===== src/rtl/sensor_pkg.sv =====
`default_nettype none
// ============================================================================
//  Module      : sensor_pkg
//  Description : Shared constants for the irrigation sensor front end:
//                channel indices, channel count, default timing and a
//                small helper for deriving counter widths.
//  Revision    : 1.0 - initial release
// ============================================================================
package sensor_pkg;

    // Bit positions of each field input inside raw_in / clean_out
    typedef enum int unsigned {
        CH_L   = 0,
        CH_M   = 1,
        CH_H   = 2,
        CH_T   = 3,
        CH_US  = 4,
        CH_UA  = 5,
        CH_KEY = 6
    } ch_e;

    localparam int unsigned NUM_CH = 7;

    // 1 ms debounce and 10 ms fault qualification at 50 MHz
    localparam int unsigned DEF_DEBOUNCE_CYCLES = 50000;
    localparam int unsigned DEF_FAULT_CYCLES    = 500000;

    function automatic int unsigned max_u(input int unsigned a, input int unsigned b);
        return (a > b) ? a : b;
    endfunction

endpackage
`default_nettype wire


===== src/rtl/debounce_channel.sv =====
`default_nettype none
// ============================================================================
//  Module      : debounce_channel
//  Description : One field input: two-flop synchroniser followed by a
//                stability counter. The output only follows the synchronised
//                input after DEBOUNCE_CYCLES consecutive differing samples.
//  Revision    : 1.0 - initial release
// ============================================================================
module debounce_channel
    import sensor_pkg::*;
#(
    parameter int unsigned DEBOUNCE_CYCLES = DEF_DEBOUNCE_CYCLES,
    parameter int unsigned CNT_W           = $clog2(DEBOUNCE_CYCLES) + 1
) (
    input  logic clock,
    input  logic reset,
    input  logic raw_i,
    output logic clean_o
);

    localparam logic [CNT_W-1:0] CNT_LAST = CNT_W'(DEBOUNCE_CYCLES - 1);
    localparam logic [CNT_W-1:0] CNT_ONE  = CNT_W'(1);

    logic             sync1_q;
    logic             sync2_q;
    logic             clean_q;
    logic             clean_d;
    logic [CNT_W-1:0] cnt_q;
    logic [CNT_W-1:0] cnt_d;

    // Count consecutive samples that disagree with the current clean level;
    // any agreeing sample restarts the count.
    always_comb begin
        clean_d = clean_q;
        cnt_d   = '0;
        if (sync2_q != clean_q) begin
            if (cnt_q == CNT_LAST) begin
                clean_d = sync2_q;
            end else begin
                cnt_d = cnt_q + CNT_ONE;
            end
        end
    end

    // Synchroniser, counter and clean level registers
    always_ff @(posedge clock) begin
        if (reset) begin
            sync1_q <= 1'b0;
            sync2_q <= 1'b0;
            clean_q <= 1'b0;
            cnt_q   <= '0;
        end else begin
            sync1_q <= raw_i;
            sync2_q <= sync1_q;
            clean_q <= clean_d;
            cnt_q   <= cnt_d;
        end
    end

    assign clean_o = clean_q;

endmodule
`default_nettype wire


===== src/rtl/sensor_conditioner.sv =====
`default_nettype none
// ============================================================================
//  Module      : sensor_conditioner
//  Description : Irrigation controller front end. Debounces the seven field
//                inputs, reports readiness after the startup settle period,
//                toggles the agrodefensive enable on each key press and
//                raises a sticky fault on a persistent impossible tank-level
//                probe combination.
//  Revision    : 1.0 - initial release
// ============================================================================
module sensor_conditioner
    import sensor_pkg::*;
#(
    parameter int unsigned DEBOUNCE_CYCLES = DEF_DEBOUNCE_CYCLES,
    parameter int unsigned FAULT_CYCLES    = DEF_FAULT_CYCLES
) (
    input  logic              clock,
    input  logic              reset,
    input  logic [NUM_CH-1:0] raw_in,
    output logic [NUM_CH-1:0] clean_out,
    output logic              ad_enable,
    output logic              level_fault,
    output logic              ready
);

    localparam int unsigned CNT_W = $clog2(max_u(DEBOUNCE_CYCLES, FAULT_CYCLES)) + 1;
    // Startup counter is sized separately so it can always hold 2+DEBOUNCE_CYCLES
    localparam int unsigned ST_W  = $clog2(DEBOUNCE_CYCLES + 2) + 1;

    localparam logic [ST_W-1:0]  READY_AT   = ST_W'(DEBOUNCE_CYCLES + 2);
    localparam logic [ST_W-1:0]  ST_ONE     = ST_W'(1);
    localparam logic [CNT_W-1:0] FAULT_LAST = CNT_W'(FAULT_CYCLES - 1);
    localparam logic [CNT_W-1:0] FAULT_SAT  = CNT_W'(FAULT_CYCLES);
    localparam logic [CNT_W-1:0] CNT_ONE    = CNT_W'(1);

    logic [ST_W-1:0]  startup_q;
    logic [ST_W-1:0]  startup_d;
    logic             key_prev_q;
    logic             key_prev_d;
    logic             ad_enable_q;
    logic             ad_enable_d;
    logic [CNT_W-1:0] fault_cnt_q;
    logic [CNT_W-1:0] fault_cnt_d;
    logic             level_fault_q;
    logic             level_fault_d;
    logic             key_rise;
    logic             implausible;

    for (genvar g = 0; g < NUM_CH; g++) begin : g_ch
        debounce_channel #(
            .DEBOUNCE_CYCLES (DEBOUNCE_CYCLES),
            .CNT_W           (CNT_W)
        ) u_debounce (
            .clock   (clock),
            .reset   (reset),
            .raw_i   (raw_in[g]),
            .clean_o (clean_out[g])
        );
    end

    assign ready       = (startup_q == READY_AT);
    assign key_rise    = clean_out[CH_KEY] & ~key_prev_q;
    // A wetter probe cannot be covered while a drier one below it is dry
    assign implausible = (clean_out[CH_M] & ~clean_out[CH_L]) |
                         (clean_out[CH_H] & ~clean_out[CH_M]);

    // Next state for startup settle, key toggle and fault qualification
    always_comb begin
        startup_d     = (startup_q == READY_AT) ? startup_q : startup_q + ST_ONE;
        key_prev_d    = clean_out[CH_KEY];
        ad_enable_d   = ad_enable_q ^ (ready & key_rise);
        fault_cnt_d   = '0;
        level_fault_d = level_fault_q;
        if (implausible) begin
            fault_cnt_d = (fault_cnt_q == FAULT_SAT) ? fault_cnt_q : fault_cnt_q + CNT_ONE;
            if (fault_cnt_q == FAULT_LAST) begin
                level_fault_d = 1'b1;
            end
        end
    end

    // Top-level state registers
    always_ff @(posedge clock) begin
        if (reset) begin
            startup_q     <= '0;
            key_prev_q    <= 1'b0;
            ad_enable_q   <= 1'b0;
            fault_cnt_q   <= '0;
            level_fault_q <= 1'b0;
        end else begin
            startup_q     <= startup_d;
            key_prev_q    <= key_prev_d;
            ad_enable_q   <= ad_enable_d;
            fault_cnt_q   <= fault_cnt_d;
            level_fault_q <= level_fault_d;
        end
    end

    assign ad_enable   = ad_enable_q;
    assign level_fault = level_fault_q;

endmodule
`default_nettype wire


===== config.mk =====
export PLATFORM = sky130hd
export DESIGN_NAME = sensor_conditioner
export DESIGN_NICKNAME = d
export VERILOG_FILES = /design/src/rtl/sensor_pkg.sv /design/src/rtl/debounce_channel.sv /design/src/rtl/sensor_conditioner.sv
export SDC_FILE = /design/constraint.sdc
export NUM_CORES = 1
export LEC_CHECK = 0
export CAP_MARGIN = 25
export CORE_MARGIN = 2
export CORE_UTILIZATION = 62
export CTS_BUF_LIST = sky130_fd_sc_hd__clkbuf_4
export DETAILED_ROUTE_END_ITERATION = 16
export PLACE_DENSITY = 0.8
export SLEW_MARGIN = 10
export SYNTH_ARGS = -nofsm -noshare
export SYNTH_HDL_FRONTEND = slang
export SYNTH_SLANG_ARGS = --single-unit

===== constraint.sdc =====
create_clock -name clock -period 2.4 [get_ports clock]
set_clock_uncertainty 0.15 [all_clocks]
set_input_delay 0.24 -clock clock [delete_from_list [all_inputs] [get_ports clock]]
set_output_delay 0.24 -clock clock [all_outputs]
set_load 0.01 [all_outputs]

* Yosys cells after proc, flatten, opt, wreduce, memory -nomap -nowiden
Index checks and enable logic that the tools add are counted.
Storage, ports and cells: register bits after elaboration 201, input port bits 9, output and inout port bits 10
Operators by class: reduce and logical (&&, ||, !) cells 16, bitwise gates (word level) 17, equality and inequality tests 17, add/subtract/negate cells 9
Operators by type and width (number):
- $add 20x1->20 const B | 8
- $eq 20x16->1 const B | 7
- $eq 20x19->1 const B | 2
- $reduce_or 3->1 | 7
- $add 17x1->17 const B | 1
- $eq 17x16->1 const B | 1
- $reduce_and 2->1 | 8
- $not 1->1 | 11
- $ne 1x1->1 | 7
- $and 1x1->1 | 4
- $reduce_or 2->1 | 1
- $or 1x1->1 | 1
- $xor 1x1->1 | 1

* Logic depth before layout (Yosys ltp)
Gate-level depths: netlist (run 1).
depth in word-level cells 5, gate-level depth with buffers 7

* Hierarchy
From an unflattened synthesis (run 1), not the netlist that was laid out.
Second synthesis, totals: cell total of the unflattened synthesis 1046, area, all modules 9467.8 um^2
Modules (own cells, without submodules):
- debounce_channel | cells each 118, times used 7, seq. area each 460.4 um^2, area each 1079.8 um^2
- sensor_conditioner | cells each 220, times used 1, seq. area each 800.8 um^2, area each 1909.3 um^2

* Worst setup path before layout (run 1)
No wires, ideal clock.
kind register to register, from register g_ch[2].u_debounce.cnt_q[10], to register g_ch[2].u_debounce.cnt_q[12], cell stages (with the launch flop) 6, setup time 0.115 ns, buffers on the path 1, arrival 1.857 ns, slack 0.279 ns, cells stage by stage dfxtp_1 or4b_1 or4_4 o21ai_4 buf_6 nor2_1
Between the ends: word-level cells in the longest chain between the ends 2, elaborated cells on any way between the ends 3
RTL lines:
- start: declaration | line debounce_channel.sv:28 | logic [CNT_W-1:0] cnt_q;
- start signal: assignment | line debounce_channel.sv:56 | cnt_q <= cnt_d;
- parallel branches: the longest is 2 deep, another holds $add 20x1->20
Several ways; the timed one is not identified. A chain may end at the register's enable or synchronous reset.

* Final worst setup path (run 1)
from register startup_q[0], to output port ready
Between the ends: word-level cells in the longest chain between the ends 1
RTL lines:
- start: declaration | line sensor_conditioner.sv:36 | logic [ST_W-1:0] startup_q;
- start signal: assignment | line sensor_conditioner.sv:91 | startup_q <= startup_d;
- $eq 17x16->1 | line sensor_conditioner.sv:61 | assign ready = (startup_q == READY_AT);
- end: declaration | line sensor_conditioner.sv:23 | output logic ready
No other way between the ends.

==> results of run 1 <==
==> logic make-up after synthesis <==
group	share of synthesized area
AO/OA/AOI/OAI	0.0808
AND/OR/NAND/NOR	0.297
XOR/XNOR	0.120
flip-flops	0.450
buffers and inverters	0.0374
adder cells (fa/ha/maj)	0.0154
==> power by group through the flow <==
stage / clock [mW] / combinational [mW] / sequential, mW
floorplan: 0 / 0.0535 / 3.44
global placement: 0 / 0.0836 / 3.44
detailed placement: 0 / 0.0849 / 3.44
CTS: 2.93 / 0.0960 / 3.37
global route: 3.09 / 0.105 / 3.37
finish: 2.82 / 0.0948 / 3.37
==> cell usage in the layout (no fill, tap or decap), drive strengths merged, types with 2 or more instances in the layout <==
cell and n:
or2 3, a21oi 48, ha 11, and3 16
and2 6, clkbuf 73, nand3 57, o31ai 20
clkdlybuf4s50 16, nand4 52, nor2b 17, dfxtp 201
nor3 22, nor2 142, nand3b 2, nand2 55
xor2 62, and4 19, o21a 10, nor4 28
inv 37, o41ai 2, a211oi 3, o211ai 3
buf 22, nand2b 3, or4b 5, dlygate4sd3 8
xnor2 60, o21ai 27, nor4b 8, or3 20
or4 35, clkinv 13
==> Yosys cell counts, drive strengths merged, types with 3 or more instances <==
| cell | n | area [µm²] |
|---|---|---|
| a211oi | 3 | 22.5 |
| buf | 12 | 86.3 |
| dfxtp | 201 | 4020 |
| nand2 | 55 | 206 |
| or4b | 5 | 50.1 |
| or4 | 35 | 272 |
| inv | 37 | 139 |
| nor3 | 22 | 110 |
| nor2 | 142 | 533 |
| nor4 | 28 | 175 |
| or2 | 3 | 18.8 |
| ha | 11 | 138 |
| xnor2 | 60 | 526 |
| a21oi | 48 | 240 |
| o31ai | 20 | 150 |
| clkbuf | 28 | 105 |
| o21a | 10 | 75.1 |
| and2 | 6 | 37.5 |
| and3 | 16 | 101 |
| nor4b | 8 | 70.1 |
| nand3 | 57 | 290 |
| and4 | 19 | 166 |
| o21ai | 27 | 146 |
| nand4 | 52 | 332 |
| o211ai | 3 | 27.5 |
| nor2b | 17 | 106 |
| nand2b | 3 | 18.8 |
| xor2 | 62 | 543 |
| or3 | 20 | 125 |
==> worst paths after layout <==
check / end / slack, ps / cells after the start
max: ready / 160 / 6
min: g_ch[0].u_debounce.sync2_q$_SDFF_PP0_ / 280 / 1
max reg2reg: g_ch[0].u_debounce.cnt_q[10]$_SDFF_PP0_ / 200 / 5
min reg2reg: g_ch[0].u_debounce.sync2_q$_SDFF_PP0_ / 280 / 1
==> through the flow <==
| stage | instances | utilization | hold slack, ps | cell area (µm²) | setup WS (ps) |
|---|---|---|---|---|---|
| detailed placement | 1202 | 0.666 | 278 | 9320 | 228 |
| global placement | 1202 | 0.666 | 267 | 9320 | 247 |
| finish | 1297 | 0.719 | 277 | 10100 | 164 |
| floorplan | 1023 | - | 218 | 8940 | 279 |
| CTS | 1296 | 0.717 | 294 | 10000 | 42.1 |
| global route | 1297 | 0.719 | 308 | 10100 | 5.31 |
==> worst max-delay path, stage by stage (launching register included) <==
cell and delay (ps):
sky130_fd_sc_hd__dfxtp_2 350, sky130_fd_sc_hd__inv_1 70, sky130_fd_sc_hd__ha_1 140, sky130_fd_sc_hd__nor4b_2 170
sky130_fd_sc_hd__nand4_1 170, sky130_fd_sc_hd__inv_1 110, sky130_fd_sc_hd__clkdlybuf4s15_1 240
==> area by class of cell <==
type                            count  area [µm²]
Sequential cell                   201        4030
Tap cell                          180         225
Clock inverter                     13        80.1
Multi-Input combinational cell    744        4600
Inverter                           38         143
Timing Repair Buffer               47         425
Clock buffer                       73         548
Antenna cell                        1        2.50
Fill cell                        1104        3940
==> what timing repair did <==
item,CTS,global route
pin swaps,1,1
endpoints found under the setup margin,1,1
endpoints found under the hold margin,19,0
hold buffers,8,0
resized for setup,2,5
==> routing by layer <==
layer / vias to the layer above / track usage / share of wire
met5: - / 0 / 0
met4: 0 / 0.0906 / 0.019
met3: 32 / 0.0495 / 0.040
met2: 115 / 0.380 / 0.47
met1: 3394 / 0.282 / 0.47
li1: 3775 / - / -
==> state kept, by name, summed over array words and instances (netlist names) <==
register                 cells
ad_enable                    1
fault_cnt_q                 20
g_ch.u_debounce.clean_o      7
g_ch.u_debounce.cnt_q      140
g_ch.u_debounce.sync1_q      7
g_ch.u_debounce.sync2_q      7
key_prev_q                   1
level_fault                  1
startup_q                   17
==> summary.txt, run 1 <==
Worst hold path
  • Worst Hold Class: reg -> reg
  • Hold wc startpoint: g_ch[0].u_debounce.sync1_q$_SDFF_PP0_

Layout
  • Final net count: around 1100
  • Area Growth Syn to Fin: 12.4%
  • Share of post-route cells with drive strength above 1: 0.108

Place
  • Routability-driven placement congestion ratio: a little under 0.9
  • Input/output buffers: 18
  • Detail Placement HPWL: roughly 11000 µm

Synth
  • Cell Area, Synth: between 0.008 and 0.009 mm²
  • Total of warnings raised by yosys: 0
  • Ys async rst share: 0
  • Post-Synthesis Net Count: ~1000
  • Post-Syn Area per Cell: 8.74 µm²
  • Register bit total from synthesis: roughly 200
  • Cell variety after synth: between 50 and 60
  • Main synth FF type: sky130_fd_sc_hd__dfxtp_1
  • Post-Synthesis Cells: between 1000 and 1500
  • Share of the yosys chip area belonging to registers: 0.450
  • Post-synth EDFFs: 0

STA
  • Transition time at the pin with the least slew margin: approximately 560 ps
  • Setup violations, final: 0
  • Number of hold violations in the final report: 0
  • Relative slew slack: 0.623
  • Maximum clock frequency: approximately 450 MHz
  • Total negative setup slack: 0 ps
  • Final Max Tran Viols: 0
  • Setup repair after global routing missed its margin: false
  • Post-route clock period utilization: 0.932
  • Period minus WS final: about 2200 ps

Setup path
  • Data required, critical path: between 2000 and 2500 ps
  • Worst endpoint data arrival time: roughly 1900 ps
  • Type of element capturing the critical path: primary output
  • Worst R2R Start: g_ch[0].u_debounce.cnt_q[18]$_SDFF_PP0_
  • Setup Crit Path Kind: reg -> out
  • Origin of the worst setup path: startup_q[0]$_SDFFE_PP0N_
  • Largest fanout on the critical path: 5
  • Kind of start point of the critical path: register

Power
  • Power per Cell Area: 626 mW/mm²
  • Clock power share: 0.449
  • Internal cell power: slightly below 5 mW
  • Largest voltage drop on the vdd net: between 0.4 and 0.5 mV
  • Switching pwr: 1.39 mW
  • Switching Fraction: 0.221
  • P_leak: roughly 3.2 nW
  • Overall power: 6.29 mW
  • Relative contribution of sequential cells to total power: 0.536
  • Combinational group share of total power: 0.015

Global routing
  • Total grt overflow: 0
  • Aggregate global-route resource usage: 0.226
  • Maximum number of pins on one net before global-route repair: 29
  • Number of antenna violations at the first check in global routing: 1
  • Wire length of the first global-routing pass: 29000 µm
  • Via count of the first global-routing pass: 6835

Detailed routing
  • Routed wire length: approximately 17000 µm
  • Vias per std cell: about 5.6
  • 1st-iter DRT viols: between 300 and 400
  • Post-DRT Antenna Nets: 0
  • Number of search-and-repair iterations in the first detailed-routing pass: 5
  • Number of remaining DRC errors: 0
  • Routed length per instance: approximately 13 µm
  • Vias: 7316

Floorplan
  • Placeable Area: between 0.01 and 0.015 mm²
  • Horizontal die dimension: approximately 120 µm
  • Number of cell rows: 43
  • DIE AREA: between 0.015 and 0.02 mm²
  • Die Ht: about 120 µm
  • Boundary Pins: 19
  • Starting density of the core: 0.639

Clocking
  • Clock transition at path regs: ~70 ps
  • Number of setup buffers added after CTS: 0
  • Cell chosen for the clock root: sky130_fd_sc_hd__clkbuf_4
  • Num CTS Buffers: between 50 and 60
  • # clock sinks: roughly 200
  • Number of H-tree levels: 2
  • Clk buf depth: 3
  • Clock tree from TritonCTS: yes
  • Clk_lat worst skew: between 600 and 700 ps

Run status
  • Status: finished clean

Run
  • Number of max-cap violations: 0
No activity file was read; power rests on OpenSTA's default activity.
==> inputs of run 2 (changes only) <==
--- a/config.mk
+++ b/config.mk
@@ -11,5 +11,6 @@
 export CTS_BUF_LIST = sky130_fd_sc_hd__clkbuf_4
 export DETAILED_ROUTE_END_ITERATION = 16
-export PLACE_DENSITY = 0.8
+export MAX_ROUTING_LAYER = met4
+export PLACE_DENSITY = 0.82
 export SLEW_MARGIN = 10
 export SYNTH_ARGS = -nofsm -noshare
--- a/constraint.sdc
+++ b/constraint.sdc
@@ -3,3 +3,3 @@
 set_input_delay 0.24 -clock clock [delete_from_list [all_inputs] [get_ports clock]]
 set_output_delay 0.24 -clock clock [all_outputs]
-set_load 0.01 [all_outputs]
+set_load 0.005 [all_outputs]
==> summary.txt, run 2 (synthesis gave the netlist of run 1 again) <==
Run status
  • Status: finished clean

Clocking
  • Clock tree from TritonCTS: yes
  • Cell chosen for the clock root: sky130_fd_sc_hd__clkbuf_4
  • # clock sinks: ~200
  • Clk_lat worst skew: approximately 630 ps
  • Clk buf depth: 3
  • Number of H-tree levels: 2
  • Clock transition at path regs: 60 ps
  • Num CTS Buffers: 51

Floorplan
  • Boundary Pins: 19
  • Starting density of the core: 0.639
  • Horizontal die dimension: 124 µm
  • Number of cell rows: 43
  • DIE AREA: approximately 0.015 mm²
  • Placeable Area: roughly 0.014 mm²
  • Die Ht: approximately 120 µm

Detailed routing
  • Number of remaining DRC errors: 0
  • Post-DRT Antenna Nets: 0
  • 1st-iter DRT viols: between 300 and 400
  • Routed length per instance: roughly 13 µm
  • Vias per std cell: roughly 5.6
  • Routed wire length: ~17000 µm
  • Number of search-and-repair iterations in the first detailed-routing pass: 5
  • Vias: ~7300

Place
  • Input/output buffers: 18
  • Detail Placement HPWL: roughly 11000 µm
  • Routability-driven placement congestion ratio: 0.844
  • Placed cell areas: between 0.009 and 0.01 mm²
  • Worst setup slack after placement: slightly below 200 ps

STA
  • Period minus WS final: between 2000 and 2500 ps
  • Post-route worst hold slack: 290 ps
  • Setup violations, final: 0
  • Transition time at the pin with the least slew margin: between 600 and 700 ps
  • Maximum clock frequency: 450 MHz
  • Setup repair after global routing missed its margin: false
  • Final Max Tran Viols: 0
  • Relative slew slack: 0.570
  • Number of hold violations in the final report: 0
  • Post-layout worst setup margin: 179 ps
  • Total negative setup slack: 0 ps
  • Post-route clock period utilization: 0.925

Setup path
  • Largest fanout on the critical path: 14
  • Worst-path cell with the longest stage delay: sky130_fd_sc_hd__or4_1
  • Most repeated library cell on the critical path: sky130_fd_sc_hd__or4_1
  • Worst endpoint data arrival time: ~2600 ps
  • Register-to-Register Setup Slack: 180 ps
  • Delay of the slowest cell on the worst path: 560 ps
  • Crit path cell chain: or4_1 -> or4_1 -> o211ai_2 -> buf_4 -> nor2_1
  • Setup Crit Path Kind: reg -> reg
  • Data required, critical path: about 2800 ps
  • Kind of start point of the critical path: register
  • Category of cells accounting for the largest share of critical-path delay: simple AND/OR/NAND/NOR gates
  • Type of element capturing the critical path: register
  • Worst Path Buf+Inv: 1

Worst hold path
  • Worst Hold Class: reg -> reg

Layout
  • Most used cells in the layout excluding fill and tap cells: 199 x sky130_fd_sc_hd__dfxtp_1, 142 x sky130_fd_sc_hd__nor2_1, 68 x sky130_fd_sc_hd__clkbuf_4
  • Register name with the most flops: g_ch.u_debounce.cnt_q
  • Most common library cell in the layout ignoring fill and taps: sky130_fd_sc_hd__dfxtp_1
  • Filler Cells Inserted: approximately 1100
  • Sequential cell area in the final layout: between 0.004 and 0.005 mm²
  • Multi-input combinational cell area: around 0.0046 mm²
  • Area Growth Syn to Fin: 11.9%
  • Largest regs: g_ch.u_debounce.cnt_q: 140 flops, fault_cnt_q: 20 flops, startup_q: 17 flops
  • Max FFs per register: 140
  • Share of post-route cells with drive strength above 1: 0.0993
  • Final net count: 1100
  • Final instance area: around 0.01 mm²

Power
  • P_leak: roughly 3.2 nW
  • Power per Cell Area: around 610 mW/mm²
  • Largest voltage drop on the vdd net: 0.411 mV
  • Overall power: just over 6 mW

Global routing
  • Maximum number of pins on one net before global-route repair: 22
  • Wire length of the first global-routing pass: slightly below 30000 µm
  • Total grt overflow: 0
  • Number of antenna violations at the first check in global routing: 1
  • Aggregate global-route resource usage: 0.237
  • Via count of the first global-routing pass: 6863

Run
  • Number of max-cap violations: 0
## run 2: cell count changes in the layout (fill, tap and decap cells not counted), sizes merged
cell	change
clkinv	+11
clkbuf	-5
buf	-3
bufinv	-1
clkdlybuf4s15	-1
dlygate4sd2	+1
## run 2: final timing paths
kind                                      startpoint                                     end  cells past startpoint
max          g_ch[0].u_debounce.cnt_q[18]$_SDFF_PP0_  g_ch[0].u_debounce.cnt_q[4]$_SDFF_PP0_                      5
min            g_ch[6].u_debounce.sync1_q$_SDFF_PP0_   g_ch[6].u_debounce.sync2_q$_SDFF_PP0_                      1
max reg2reg  g_ch[0].u_debounce.cnt_q[18]$_SDFF_PP0_  g_ch[0].u_debounce.cnt_q[4]$_SDFF_PP0_                      5
min reg2reg    g_ch[6].u_debounce.sync1_q$_SDFF_PP0_   g_ch[6].u_debounce.sync2_q$_SDFF_PP0_                      1
## run 2: per-stage QoR
stage	util	instances
floorplan	-	1023
global placement	0.664	1198
detailed placement	0.664	1198
CTS	0.715	1298
global route	0.715	1299
finish	0.715	1299
## run 2: routing by layer
layer  track usage  part of all wire
met5             -                 0
met4        0.0927             0.017
met3        0.0513             0.037
met2         0.382              0.47
met1         0.291              0.48
## run 2: power by group
part	internal, mW	switching (mW)
clock	1.32	1.32
sequential	3.35	0.0141
combinational	0.0466	0.0512
## run 2: area by class of cell
type	instances	share of cell area
Antenna cell	1	0.000250
Inverter	38	0.0143
Timing Repair Buffer	44	0.0402
Tap cell	180	0.0225
Clock buffer	68	0.0511
Sequential cell	201	0.403
Multi-Input combinational cell	744	0.460
Clock inverter	23	0.00901
## run 2: what timing repair did
item                       CTS  global route
buffers inserted             1             0
hold endpoints to repair    15             0
setup endpoints to repair    1             0
resized for setup            6             0
hold buffers                 8             0
==> inputs of run 3 (changes only) <==
- ABC_AREA: unset -> 1
- CORE_ASPECT_RATIO: unset -> 0.5
- GPL_ROUTABILITY_DRIVEN: unset -> 0
- PLACE_DENSITY: 0.82 -> 0.81
==> summary.txt, run 3 <==
Detailed routing
  • Vias: 9500
  • Topmost layer with routed signal wires: met4
  • Number of remaining DRC errors: 0
  • Routed wire length: about 21000 µm
  • Routed length per instance: about 11 µm
  • Met2 wirelength from detailed routing: ~9800 µm
  • Number of search-and-repair iterations in the first detailed-routing pass: 5
  • 1st-iter DRT viols: 480
  • Post-DRT Antenna Nets: 0
  • Met3 wire length: 1260 µm
  • Sum of routed wire segments on met1: between 9000 and 10000 µm
  • Vias per std cell: a little over 5

Synth
  • Share of the yosys chip area belonging to registers: 0.395
  • Main synth FF type: sky130_fd_sc_hd__dfxtp_1
  • Most frequent cell after synthesis: sky130_fd_sc_hd__nand2_1
  • Total of warnings raised by yosys: 0
  • Top cell type by total area after synthesis: sky130_fd_sc_hd__dfxtp_1
  • Top area cells in the synthesized netlist: sky130_fd_sc_hd__dfxtp_1 40%, sky130_fd_sc_hd__nand2_1 14%, sky130_fd_sc_hd__nor2_1 13%
  • Post-synth EDFFs: 0
  • Register bit total from synthesis: 201
  • Cell variety after synth: 36
  • Cell Area, Synth: just over 0.01 mm²
  • Most frequent cells after synthesis: 387 x sky130_fd_sc_hd__nand2_1, 340 x sky130_fd_sc_hd__nor2_1, 201 x sky130_fd_sc_hd__dfxtp_1
  • Post-Synthesis Net Count: roughly 1600
  • Area share of the largest cell type after synthesis: 0.395
  • Post-Synthesis Cells: around 1600
  • Post-Syn Area per Cell: about 6.5 µm²
  • Ys async rst share: 0

Global routing
  • Number of antenna violations at the first check in global routing: 0
  • Total grt overflow: 0
  • Via count of the first global-routing pass: about 8500
  • Maximum number of pins on one net before global-route repair: 23
  • Aggregate global-route resource usage: 0.256
  • Wire length of the first global-routing pass: approximately 36000 µm

Run status
  • Status: finished clean

Setup path
  • Type of element capturing the critical path: primary output
  • Worst R2R Start: g_ch[2].u_debounce.cnt_q[0]$_SDFF_PP0_
  • Worst reg2reg path depth: 8
  • Worst r2r dst: g_ch[2].u_debounce.cnt_q[2]$_SDFF_PP0_
  • Kind of start point of the critical path: register
  • CP Capture Point: ready
  • Worst endpoint data arrival time: approximately 1800 ps
  • Setup Crit Path Kind: reg -> out
  • Origin of the worst setup path: startup_q[0]$_SDFFE_PP0N_
  • Largest fanout on the critical path: 4
  • Register-to-Register Setup Slack: about 370 ps
  • Data required, critical path: about 2000 ps

STA
  • Number of hold violations in the final report: 0
  • Setup violations, final: 0
  • Transition time at the pin with the least slew margin: around 680 ps
  • Post-route clock period utilization: 0.922
  • Maximum clock frequency: about 450 MHz
  • Setup repair after global routing missed its margin: false
  • Final Max Tran Viols: 0
  • Total negative setup slack: 0 ps
  • Relative slew slack: 0.548
  • Period minus WS final: roughly 2200 ps

Worst hold path
  • Worst Hold Class: in -> reg
  • Min-Delay Path Depth: 3

Clocking
  • Num CTS Buffers: 46
  • Clk_lat worst skew: 620 ps
  • Clk buf depth: 3
  • Clock transition at path regs: ~70 ps
  • Clock tree from TritonCTS: yes
  • # clock sinks: 201
  • Cell chosen for the clock root: sky130_fd_sc_hd__clkbuf_4
  • Number of H-tree levels: 2

Layout
  • Multi-input combinational cell area: approximately 0.0053 mm²
  • Largest regs: g_ch.u_debounce.cnt_q: 140 flops, fault_cnt_q: 20 flops, startup_q: 17 flops
  • Filler Cells Inserted: about 1400
  • Register name with the most flops: g_ch.u_debounce.cnt_q
  • Max FFs per register: 140
  • Most common library cell in the layout ignoring fill and taps: sky130_fd_sc_hd__nand2_1
  • Share of post-route cells with drive strength above 1: 0.0762
  • Final net count: about 1600
  • Post-layout utilization of the core: 0.686
  • Sequential cell area in the final layout: just over 0.004 mm²
  • Most used cells in the layout excluding fill and tap cells: 387 x sky130_fd_sc_hd__nand2_1, 338 x sky130_fd_sc_hd__nor2_1, 199 x sky130_fd_sc_hd__dfxtp_1
  • Area Growth Syn to Fin: 9.31%
  • Antenna cells: 0

Place
  • Input/output buffers: 18
  • Detail Placement HPWL: between 15000 and 20000 µm

Power
  • Overall power: ~6.0 mW
  • P_leak: around 3.6 nW
  • Largest voltage drop on the vdd net: a little over 0.4 mV
  • Power per Cell Area: roughly 540 mW/mm²

Floorplan
  • DIE AREA: roughly 0.018 mm²
  • Placeable Area: 0.0162 mm²
  • Horizontal die dimension: 185 µm
  • Die Ht: approximately 95 µm
  • Starting density of the core: 0.627
  • Boundary Pins: 19
  • Number of cell rows: 33

Run
  • Number of max-cap violations: 0
[run 3: cell types whose count changed after synthesis, moves of 19 or more]
cell and change:
sky130_fd_sc_hd__or3_1 -19, sky130_fd_sc_hd__or4_1 -32, sky130_fd_sc_hd__clkbuf_1 -25, sky130_fd_sc_hd__o31ai_1 -20, sky130_fd_sc_hd__inv_1 +143, sky130_fd_sc_hd__nand2_1 +332, sky130_fd_sc_hd__and4_1 -19, sky130_fd_sc_hd__xor2_1 -36
sky130_fd_sc_hd__xnor2_1 -40, sky130_fd_sc_hd__nor2_1 +198, sky130_fd_sc_hd__nand3_1 +45, sky130_fd_sc_hd__nor4_1 -28, sky130_fd_sc_hd__a21oi_1 +52
[run 3: cell families (layout without fill, tap and decap cells)]
kind of cell,count (synthesis),in the layout,synth area share
flip-flops,201,201,0.395
AO/OA/AOI/OAI,137,137,0.0697
XOR/XNOR,46,46,0.0396
buffers and inverters,220,300,0.0885
AND/OR/NAND/NOR,945,945,0.393
adder cells (fa/ha/maj),11,11,0.0135
[run 3: per-stage QoR]
step           worst slack, ps  hold WS [ps]  cells  cell area (µm²)
6_report                   188          45.6   1867            11100
5_1_grt                   30.6          12.7   1867            11100
4_1_cts                    244          1.35   1866            11100
3_5_place_dp               256           246   1788            10500
3_3_place_gp               339           240   1788            10500
2_1_floorplan              832           168   1560            10200
[run 3: timing repair]
| item | 4_1_cts | 5_1_grt |
|---|---|---|
| gates resized for setup | 5 | 0 |
| endpoints found under the hold margin | 2 | 1 |
| endpoints found under the setup margin | 1 | 0 |
| setup buffers | 4 | 0 |
| hold buffers | 2 | 1 |
[run 3: report_power, final]
part	switching, mW	total, mW	internal, mW
clock	1.28	2.57	1.29
sequential	0.0141	3.37	3.35
combinational	0.0598	0.0989	0.0391
total	1.36	6.04	4.68
[run 3: worst min-delay path by stage]
| stage | to | from | slack, ps |
|---|---|---|---|
| finish | g_ch[4].u_debounce.sync1_q$_SDFF_PP0_ | raw_in[4] | 50 |
| global route | g_ch[4].u_debounce.sync1_q$_SDFF_PP0_ | raw_in[4] | 10 |
| CTS | g_ch[4].u_debounce.sync1_q$_SDFF_PP0_ | raw_in[4] | 1 |
| floorplan | startup_q[6]$_SDFFE_PP0N_ | reset | 170 |
| detailed placement | g_ch[3].u_debounce.sync2_q$_SDFF_PP0_ | g_ch[3].u_debounce.sync1_q$_SDFF_PP0_ | 250 |
| global placement | g_ch[1].u_debounce.sync2_q$_SDFF_PP0_ | g_ch[1].u_debounce.sync1_q$_SDFF_PP0_ | 240 |
[run 3: cell type report]
cell class,instances,area share
inverter,196,0.0661
tap,227,0.0255
sequential,201,0.362
timing repair buffer,32,0.0262
multi-input combinational,1139,0.473
clock buffer,62,0.0418
clock inverter,10,0.00574
[run 3: routing by layer]
metal | vias up | global-route usage
li1 | 5014 | -
met1 | 4266 | 0.312
met2 | 191 | 0.434
met3 | 29 | 0.0632
met4 | 0 | 0.0595
met5 | - | -
[run 3: critical path, cell delays in order (launching register included)]
cell and delay [ps]:
sky130_fd_sc_hd__dfxtp_2 340, sky130_fd_sc_hd__inv_1 80, sky130_fd_sc_hd__ha_1 160, sky130_fd_sc_hd__nand3_1 110, sky130_fd_sc_hd__nor2_2 130, sky130_fd_sc_hd__nand2_1 100
sky130_fd_sc_hd__inv_1 90, sky130_fd_sc_hd__dlygate4sd2_1 240
